--- config.mk ---
export PLATFORM = sky130hd
export DESIGN_NAME = trigger_scheduler_flat
export DESIGN_NICKNAME = d
export VERILOG_FILES = /design/src/rtl/trigger_pkg.sv /design/src/rtl/trigger_scheduler_if.sv /design/src/rtl/edge_sync.sv /design/src/rtl/trigger_scheduler.sv /design/src/flat_wrapper.sv
export SDC_FILE = /design/constraint.sdc
export NUM_CORES = 1
export LEC_CHECK = 0
export BUFFER_PORTS_ARGS = -buffer_cell sky130_fd_sc_hd__buf_2
export CAP_MARGIN = 20
export CORE_MARGIN = 2
export CORE_UTILIZATION = 57
export DETAILED_ROUTE_END_ITERATION = 8
export PLACE_DENSITY = 0.78
export SKIP_LAST_GASP = 1
export SYNTH_ARGS = -nofsm -noshare
export SYNTH_HDL_FRONTEND = slang
export SYNTH_SLANG_ARGS = --single-unit
--- constraint.sdc ---
create_clock -name clk_core -period 2.2 [get_ports clk_core]
set_input_delay 0.44 -clock clk_core [delete_from_list [all_inputs] [get_ports clk_core]]
set_output_delay 0.44 -clock clk_core [all_outputs]
set_load 0.02 [all_outputs]
--- src/rtl/trigger_pkg.sv ---
// Purpose: shared state encodings and default pulse/timeout constants for pulse-trigger blocks.
// Latency: n/a (types and constants only).
// Backpressure: n/a.
package trigger_pkg;

    typedef enum logic [1:0] {
        IDLE  = 2'd0,
        PULSE = 2'd1,
        WAIT  = 2'd2
    } state_t;

    localparam int DEF_PULSE_LEN = 4;
    localparam int DEF_TIMEOUT   = 255;
    // Wide enough for any TIMEOUT in 1..255 and any PULSE_LEN in 1..15.
    localparam int CNT_W         = 8;

endpackage

--- src/rtl/trigger_scheduler_if.sv ---
// Purpose: bundles the request inputs, resource done strobe and grant/status outputs of the scheduler.
// Latency: n/a (wiring only).
// Backpressure: none; the resource throttles the scheduler through res_done or the timeout.
interface trigger_scheduler_if #(
    parameter int N_REQ = 4
) ();
    localparam int IDW = (N_REQ > 1) ? $clog2(N_REQ) : 1;

    logic [N_REQ-1:0] req_in;
    logic             res_done;
    logic             trigger_out;
    logic             grant_valid;
    logic [IDW-1:0]   grant_id;
    logic [N_REQ-1:0] pending;
    logic             overrun;
    logic             timeout_err;
    logic             debug_out;

    // Scheduler side.
    modport slave (
        input  req_in, res_done,
        output trigger_out, grant_valid, grant_id, pending, overrun, timeout_err, debug_out
    );

    // Requesters plus shared resource side.
    modport master (
        output req_in, res_done,
        input  trigger_out, grant_valid, grant_id, pending, overrun, timeout_err, debug_out
    );
endinterface

--- src/rtl/edge_sync.sv ---
// Purpose: synchronises one asynchronous request level and flags its rising edge.
// Latency: rise is a registered one-cycle pulse SYNC_STAGES+1 cycles after req_in rises.
// Backpressure: none; every edge is reported, the consumer decides what to keep.
module edge_sync #(
    parameter int SYNC_STAGES = 2
) (
    input  logic clk_core,
    input  logic reset,
    input  logic req_in,
    output logic rise
);
    logic [SYNC_STAGES-1:0] sync_q, sync_d;
    logic                   hist_q, hist_d;
    logic                   rise_q, rise_d;

    // Shift the level through the synchroniser, keep one cycle of history, compare.
    always_comb begin
        sync_d = {sync_q[SYNC_STAGES-2:0], req_in};
        hist_d = sync_q[SYNC_STAGES-1];
        rise_d = sync_q[SYNC_STAGES-1] & ~hist_q;
    end

    // Synchroniser, history and rise registers.
    always_ff @(posedge clk_core or negedge reset) begin
        if (!reset) begin
            sync_q <= '0;
            hist_q <= 1'b0;
            rise_q <= 1'b0;
        end else begin
            sync_q <= sync_d;
            hist_q <= hist_d;
            rise_q <= rise_d;
        end
    end

    assign rise = rise_q;
endmodule

--- src/rtl/trigger_scheduler.sv ---
// Purpose: round-robin arbiter turning request edges into fixed-width pulses on one shared resource.
// Latency: pending visible in IDLE at t -> trigger_out high t+1..t+PULSE_LEN; min pulse period PULSE_LEN+2.
// Backpressure: one grant in flight; next grant waits for res_done or TIMEOUT, requests stay sticky meanwhile.
module trigger_scheduler
    import trigger_pkg::*;
#(
    parameter int N_REQ       = 4,
    parameter int PULSE_LEN   = DEF_PULSE_LEN,
    parameter int TIMEOUT     = DEF_TIMEOUT,
    parameter int SYNC_STAGES = 2
) (
    input logic             clk_core,
    input logic             reset,
    trigger_scheduler_if.slave bus
);
    localparam int IDW = (N_REQ > 1) ? $clog2(N_REQ) : 1;

    logic [N_REQ-1:0] rise;
    logic [N_REQ-1:0] clr;
    logic [IDW-1:0]   sel;

    state_t           state_q, state_d;
    logic [CNT_W-1:0] cnt_q, cnt_d;
    logic             trigger_q, trigger_d;
    logic             grant_valid_q, grant_valid_d;
    logic [IDW-1:0]   grant_id_q, grant_id_d;
    logic [IDW-1:0]   last_grant_q, last_grant_d;
    logic [N_REQ-1:0] pending_q, pending_d;
    logic             overrun_q, overrun_d;
    logic             timeout_err_q, timeout_err_d;
    logic             done_seen_q, done_seen_d;

    for (genvar i = 0; i < N_REQ; i++) begin : g_sync
        edge_sync #(.SYNC_STAGES(SYNC_STAGES)) u_edge_sync (
            .clk_core (clk_core),
            .reset    (reset),
            .req_in   (bus.req_in[i]),
            .rise     (rise[i])
        );
    end

    // First pending requester after the last one served, wrapping around.
    function automatic logic [IDW-1:0] rr_pick(input logic [N_REQ-1:0] req,
                                               input logic [IDW-1:0]   last);
        logic [IDW-1:0] pick;
        logic [IDW-1:0] idx;
        logic           found;
        pick  = last;
        found = 1'b0;
        for (int k = 1; k <= N_REQ; k++) begin
            idx = IDW'((int'(last) + k) % N_REQ);
            if (!found && req[idx]) begin
                pick  = idx;
                found = 1'b1;
            end
        end
        return pick;
    endfunction

    // Grant FSM, pulse/wait counter, and sticky pending bookkeeping.
    always_comb begin
        state_d       = state_q;
        cnt_d         = cnt_q;
        trigger_d     = trigger_q;
        grant_valid_d = grant_valid_q;
        grant_id_d    = grant_id_q;
        last_grant_d  = last_grant_q;
        done_seen_d   = done_seen_q;
        timeout_err_d = 1'b0;
        clr           = '0;
        sel           = rr_pick(pending_q, last_grant_q);

        case (state_q)
            IDLE: begin
                done_seen_d = 1'b0;
                if (|pending_q) begin
                    grant_id_d    = sel;
                    last_grant_d  = sel;
                    clr           = N_REQ'(1) << sel;
                    grant_valid_d = 1'b1;
                    trigger_d     = 1'b1;
                    cnt_d         = '0;
                    state_d       = PULSE;
                end
            end
            PULSE: begin
                // An early done is remembered so WAIT can leave on its first cycle.
                if (bus.res_done) begin
                    done_seen_d = 1'b1;
                end
                if (cnt_q == CNT_W'(PULSE_LEN - 1)) begin
                    trigger_d = 1'b0;
                    cnt_d     = '0;
                    state_d   = WAIT;
                end else begin
                    cnt_d = cnt_q + CNT_W'(1);
                end
            end
            WAIT: begin
                if (bus.res_done || done_seen_q) begin
                    state_d       = IDLE;
                    grant_valid_d = 1'b0;
                    done_seen_d   = 1'b0;
                end else if (cnt_q == CNT_W'(TIMEOUT - 1)) begin
                    timeout_err_d = 1'b1;
                    state_d       = IDLE;
                    grant_valid_d = 1'b0;
                    done_seen_d   = 1'b0;
                    cnt_d         = '0;
                end else begin
                    cnt_d = cnt_q + CNT_W'(1);
                end
            end
            default: begin
                state_d       = IDLE;
                trigger_d     = 1'b0;
                grant_valid_d = 1'b0;
            end
        endcase

        // A new edge beats a grant's clear on the same bit and is then not an overrun.
        pending_d = (pending_q & ~clr) | rise;
        overrun_d = |(rise & pending_q & ~clr);
    end

    // State and output registers.
    always_ff @(posedge clk_core or negedge reset) begin
        if (!reset) begin
            state_q       <= IDLE;
            cnt_q         <= '0;
            trigger_q     <= 1'b0;
            grant_valid_q <= 1'b0;
            grant_id_q    <= '0;
            last_grant_q  <= IDW'(N_REQ - 1);
            pending_q     <= '0;
            overrun_q     <= 1'b0;
            timeout_err_q <= 1'b0;
            done_seen_q   <= 1'b0;
        end else begin
            state_q       <= state_d;
            cnt_q         <= cnt_d;
            trigger_q     <= trigger_d;
            grant_valid_q <= grant_valid_d;
            grant_id_q    <= grant_id_d;
            last_grant_q  <= last_grant_d;
            pending_q     <= pending_d;
            overrun_q     <= overrun_d;
            timeout_err_q <= timeout_err_d;
            done_seen_q   <= done_seen_d;
        end
    end

    assign bus.trigger_out = trigger_q;
    assign bus.debug_out   = trigger_q;
    assign bus.grant_valid = grant_valid_q;
    assign bus.grant_id    = grant_id_q;
    assign bus.pending     = pending_q;
    assign bus.overrun     = overrun_q;
    assign bus.timeout_err = timeout_err_q;
endmodule

--- src/flat_wrapper.sv ---
// flat-port wrapper written by rule: the top's interface ports become plain ports
module trigger_scheduler_flat import trigger_pkg::*;
#(
    parameter int N_REQ       = 4,
    parameter int PULSE_LEN   = DEF_PULSE_LEN,
    parameter int TIMEOUT     = DEF_TIMEOUT,
    parameter int SYNC_STAGES = 2
)
  (clk_core, reset, bus_req_in, bus_res_done, bus_trigger_out, bus_grant_valid, bus_grant_id, bus_pending, bus_overrun, bus_timeout_err, bus_debug_out);
  trigger_scheduler_if #(.N_REQ(N_REQ)) bus_i ();
  input logic clk_core;
  input logic reset;
  input wire logic [$bits(bus_i.req_in)-1:0] bus_req_in;
  input wire logic [$bits(bus_i.res_done)-1:0] bus_res_done;
  output wire logic [$bits(bus_i.trigger_out)-1:0] bus_trigger_out;
  output wire logic [$bits(bus_i.grant_valid)-1:0] bus_grant_valid;
  output wire logic [$bits(bus_i.grant_id)-1:0] bus_grant_id;
  output wire logic [$bits(bus_i.pending)-1:0] bus_pending;
  output wire logic [$bits(bus_i.overrun)-1:0] bus_overrun;
  output wire logic [$bits(bus_i.timeout_err)-1:0] bus_timeout_err;
  output wire logic [$bits(bus_i.debug_out)-1:0] bus_debug_out;
  assign bus_i.req_in = bus_req_in;
  assign bus_i.res_done = bus_res_done;
  assign bus_trigger_out = bus_i.trigger_out;
  assign bus_grant_valid = bus_i.grant_valid;
  assign bus_grant_id = bus_i.grant_id;
  assign bus_pending = bus_i.pending;
  assign bus_overrun = bus_i.overrun;
  assign bus_timeout_err = bus_i.timeout_err;
  assign bus_debug_out = bus_i.debug_out;
  trigger_scheduler #(.N_REQ(N_REQ), .PULSE_LEN(PULSE_LEN), .TIMEOUT(TIMEOUT), .SYNC_STAGES(SYNC_STAGES)) u_core (.clk_core(clk_core), .reset(reset), .bus(bus_i));
endmodule
==> out/results.ini <==
[run_status]
outcome = complete, no violations

[worst_setup_path]
r2r_end = u_core.cnt_q[7]
crit_cells = 7
arrival_ns = 2.35
cp-endpoint = u_core.cnt_q[7]
cp-start-kind = register
rr_startpoint = u_core.state_q[0]
cp_top_family = compound AO/OA/AOI/OAI gates
critPathRequiredTime_ns = 2.50
crit_start = u_core.state_q[0]
cp-end-kind = register
slowest_stage = or4_1
worstPathCellList = inv_1, ha_1, o21ai_0, o211ai_2, or4_1, a21boi_0, a21o_1
path_buf_inv = 1
crit_fanout = 12
critical_path_class = register to register
r2r_cells = 7
critPathMaxStageDelay_ns = 0.56
setup.reg_to_reg.worst_slack_ns = 0.15

[global_routing]
grt_use_met3 = 0.06987
grt_pass1_wl_mm = 5.402
grt_pass1_vias = 1200
grt_most_used_layer = met2
grtUsageMet1 = 0.2607
met2_usage = 0.3359
track_usage = 0.2076
grt_max_degree = 40
grt_overflow_total = 0
antenna_found_initial = 0

[timing]
setup_viol = 0
fin_worst_skew_ns = 0.01128
rsz0062_at_grt = false
worstMarginPinSlew_ns = 0.8344
timing.hold.ws_ns = 0.1802
maxSlewViolCount = 0
finalCritPeriodShare = 0.9324
timing.setup.tns_ns = 0
slew_headroom = 0.4438
period_minus_slack_ns = 2.051
fmax_ghz = 0.4875
final_hold_viol_count = 0

[yosys]
syn_nets = 169
synthCells = 156
ys_warn_count = 0
ys_seq_elements = 39
synthArstFlopShare = 1.000
syn_avg_cell_area_sq_um = 11.23
ys_types = 44
synth-edff-count = 0
syn_area_sq_um = 1752
ys_dominant_reg_cell = dfrtp_1
ys_seq_area_frac = 0.5586

[routing]
num_vias = 1232
wl_per_cell_microns = 14.96
drcViolationCount = 0
wirelength_mm = 3.171
routed_via_density = 5.811
firstDrtPassIters = 4
drt.antenna.violating_nets = 0
drt_iter0_markers = 64

[place]
dp.cells = 204
port_buffers = 17
dp_hpwl_mm = 2.207
globalplace.congestion = 0.8776

[clock_network]
cts_setup_buffers = 0
htree_num_levels = 2
cts_sinks = 39
clockBufferDepth = 2
ctsResizeCount = 0
hold_buffers = 0
path_clk_slew_ns = 0.12
cts_buffers = 5
cts_root_buf = clkbuf_4
clk_latency_ns = 0.35
cts_tree = built

[layout]
final_cell_mix = dfrtp_1, buf_2, nand2_1
final_common_cell = dfrtp_1
area_growth_pct = 10.29
nFillCells = 241
final_cells = 212
postLayoutCoreUtil = 0.6487
antenna_cells = 0
fin_nets = 191
final_layout_size_suffix_gt1_frac = 0.2346

[job]
maxCapViolCount = 0

[floorplanning]
die_h_microns = 59.44
num_rows = 20
ios = 18
die_area_sq_um = 3533
design.core.area_sq_um = 2978
die_x_microns = 59.44
start_util = 0.5882

[pwr]
power.total_uw = 2531
power_density_nw_per_um2 = 1310
ir_worst_vdd_mv = 0.4923
p_leak_uw = 0.0009189

[hold_path]
hold_class = input pin to asynchronous set/reset pin

-- cells in the mapped netlist, types with 2 or more instances --
library cell	number	area share
a31oi_1	3	0.011
or2_2	2	0.0071
a21o_1	8	0.034
mux2_2	2	0.013
mux2i_1	2	0.011
nand3_1	5	0.014
a211oi_1	3	0.013
inv_1	7	0.015
dfrtp_1	37	0.53
a22o_1	3	0.015
nor3_1	2	0.0057
ha_1	6	0.043
o21ai_0	9	0.026
buf_4	2	0.0086
nor2_1	10	0.021
nor2b_1	5	0.018
and3_1	3	0.011
nand2_1	14	0.030
nand2b_1	3	0.011
nand4_1	2	0.0071
dfstp_2	2	0.030
a21oi_1	4	0.011
-- state kept, by name, indices dropped and copies added (netlist names) --
name,flops
u_core.g_sync.u_edge_sync.hist_q,4
u_core.bus.grant_id,2
u_core.bus.overrun,1
u_core.bus.debug_out,1
u_core.bus.pending,4
u_core.g_sync.u_edge_sync.sync_q,8
u_core.state_q,2
u_core.last_grant_q,2
u_core.g_sync.u_edge_sync.rise,4
u_core.done_seen_q,1
u_core.bus.grant_valid,1
u_core.cnt_q,8
u_core.bus.timeout_err,1
-- through the flow --
step | setup WS (ns) | cell area, sq um
after floorplan | 0.3689 | 1752
after global placement | 0.2754 | 1869
after detailed placement | 0.1218 | 1869
after CTS | 0.05435 | 1927
after global routing | 0.02341 | 1932
final | 0.1488 | 1932
-- area by class of cell --
cell class	instances	area, sq um	share of cell area
clock buffers	5	37.54	0.01943
clock inverters	3	20.02	0.01036
inverters	7	26.28	0.01360
multi-input cells	106	728.2	0.3769
flip-flops and latches	39	978.4	0.5065
well taps	33	41.29	0.02137
repair buffers	19	100.1	0.05181
-- routing by layer --
layer	vias up	wire length, microns	share of wire
li1	600	-	-
met3	6	156	0.049
met1	591	1449	0.46
met4	0	36	0.011
met5	-	0	0
met2	35	1529	0.48
-- power by group --
group          internal [uW]  switching [uW]
sequential               882             142
clock                    122             246
combinational            481             659
total                   1480            1050
-- cells by family (layout without fill, tap and decap cells) --
family / count (synthesis) / in the layout / share of synthesized area
buf+inv: 11 / 34 / 0.02857
flops: 39 / 39 / 0.5586
simple gates: 55 / 55 / 0.1650
fa+ha+maj: 6 / 6 / 0.04286
compound gates: 40 / 40 / 0.1721
mux: 5 / 5 / 0.03285
-- worst min-delay path by stage --
stage                                      startpoint                                     end  slack (ns)
6_report                                        reset                         u_core.cnt_q[2]        0.18
4_1_cts                                 bus_req_in[0]  u_core.g_sync[0].u_edge_sync.sync_q[0]        0.18
5_1_grt                                 bus_req_in[2]  u_core.g_sync[2].u_edge_sync.sync_q[0]        0.16
3_3_place_gp   u_core.g_sync[0].u_edge_sync.sync_q[0]  u_core.g_sync[0].u_edge_sync.sync_q[1]        0.33
2_1_floorplan                                   reset                    u_core.bus.debug_out        0.14
3_5_place_dp   u_core.g_sync[2].u_edge_sync.sync_q[0]  u_core.g_sync[2].u_edge_sync.sync_q[1]        0.34
Note: power is estimated with default switching activity, not from simulation.
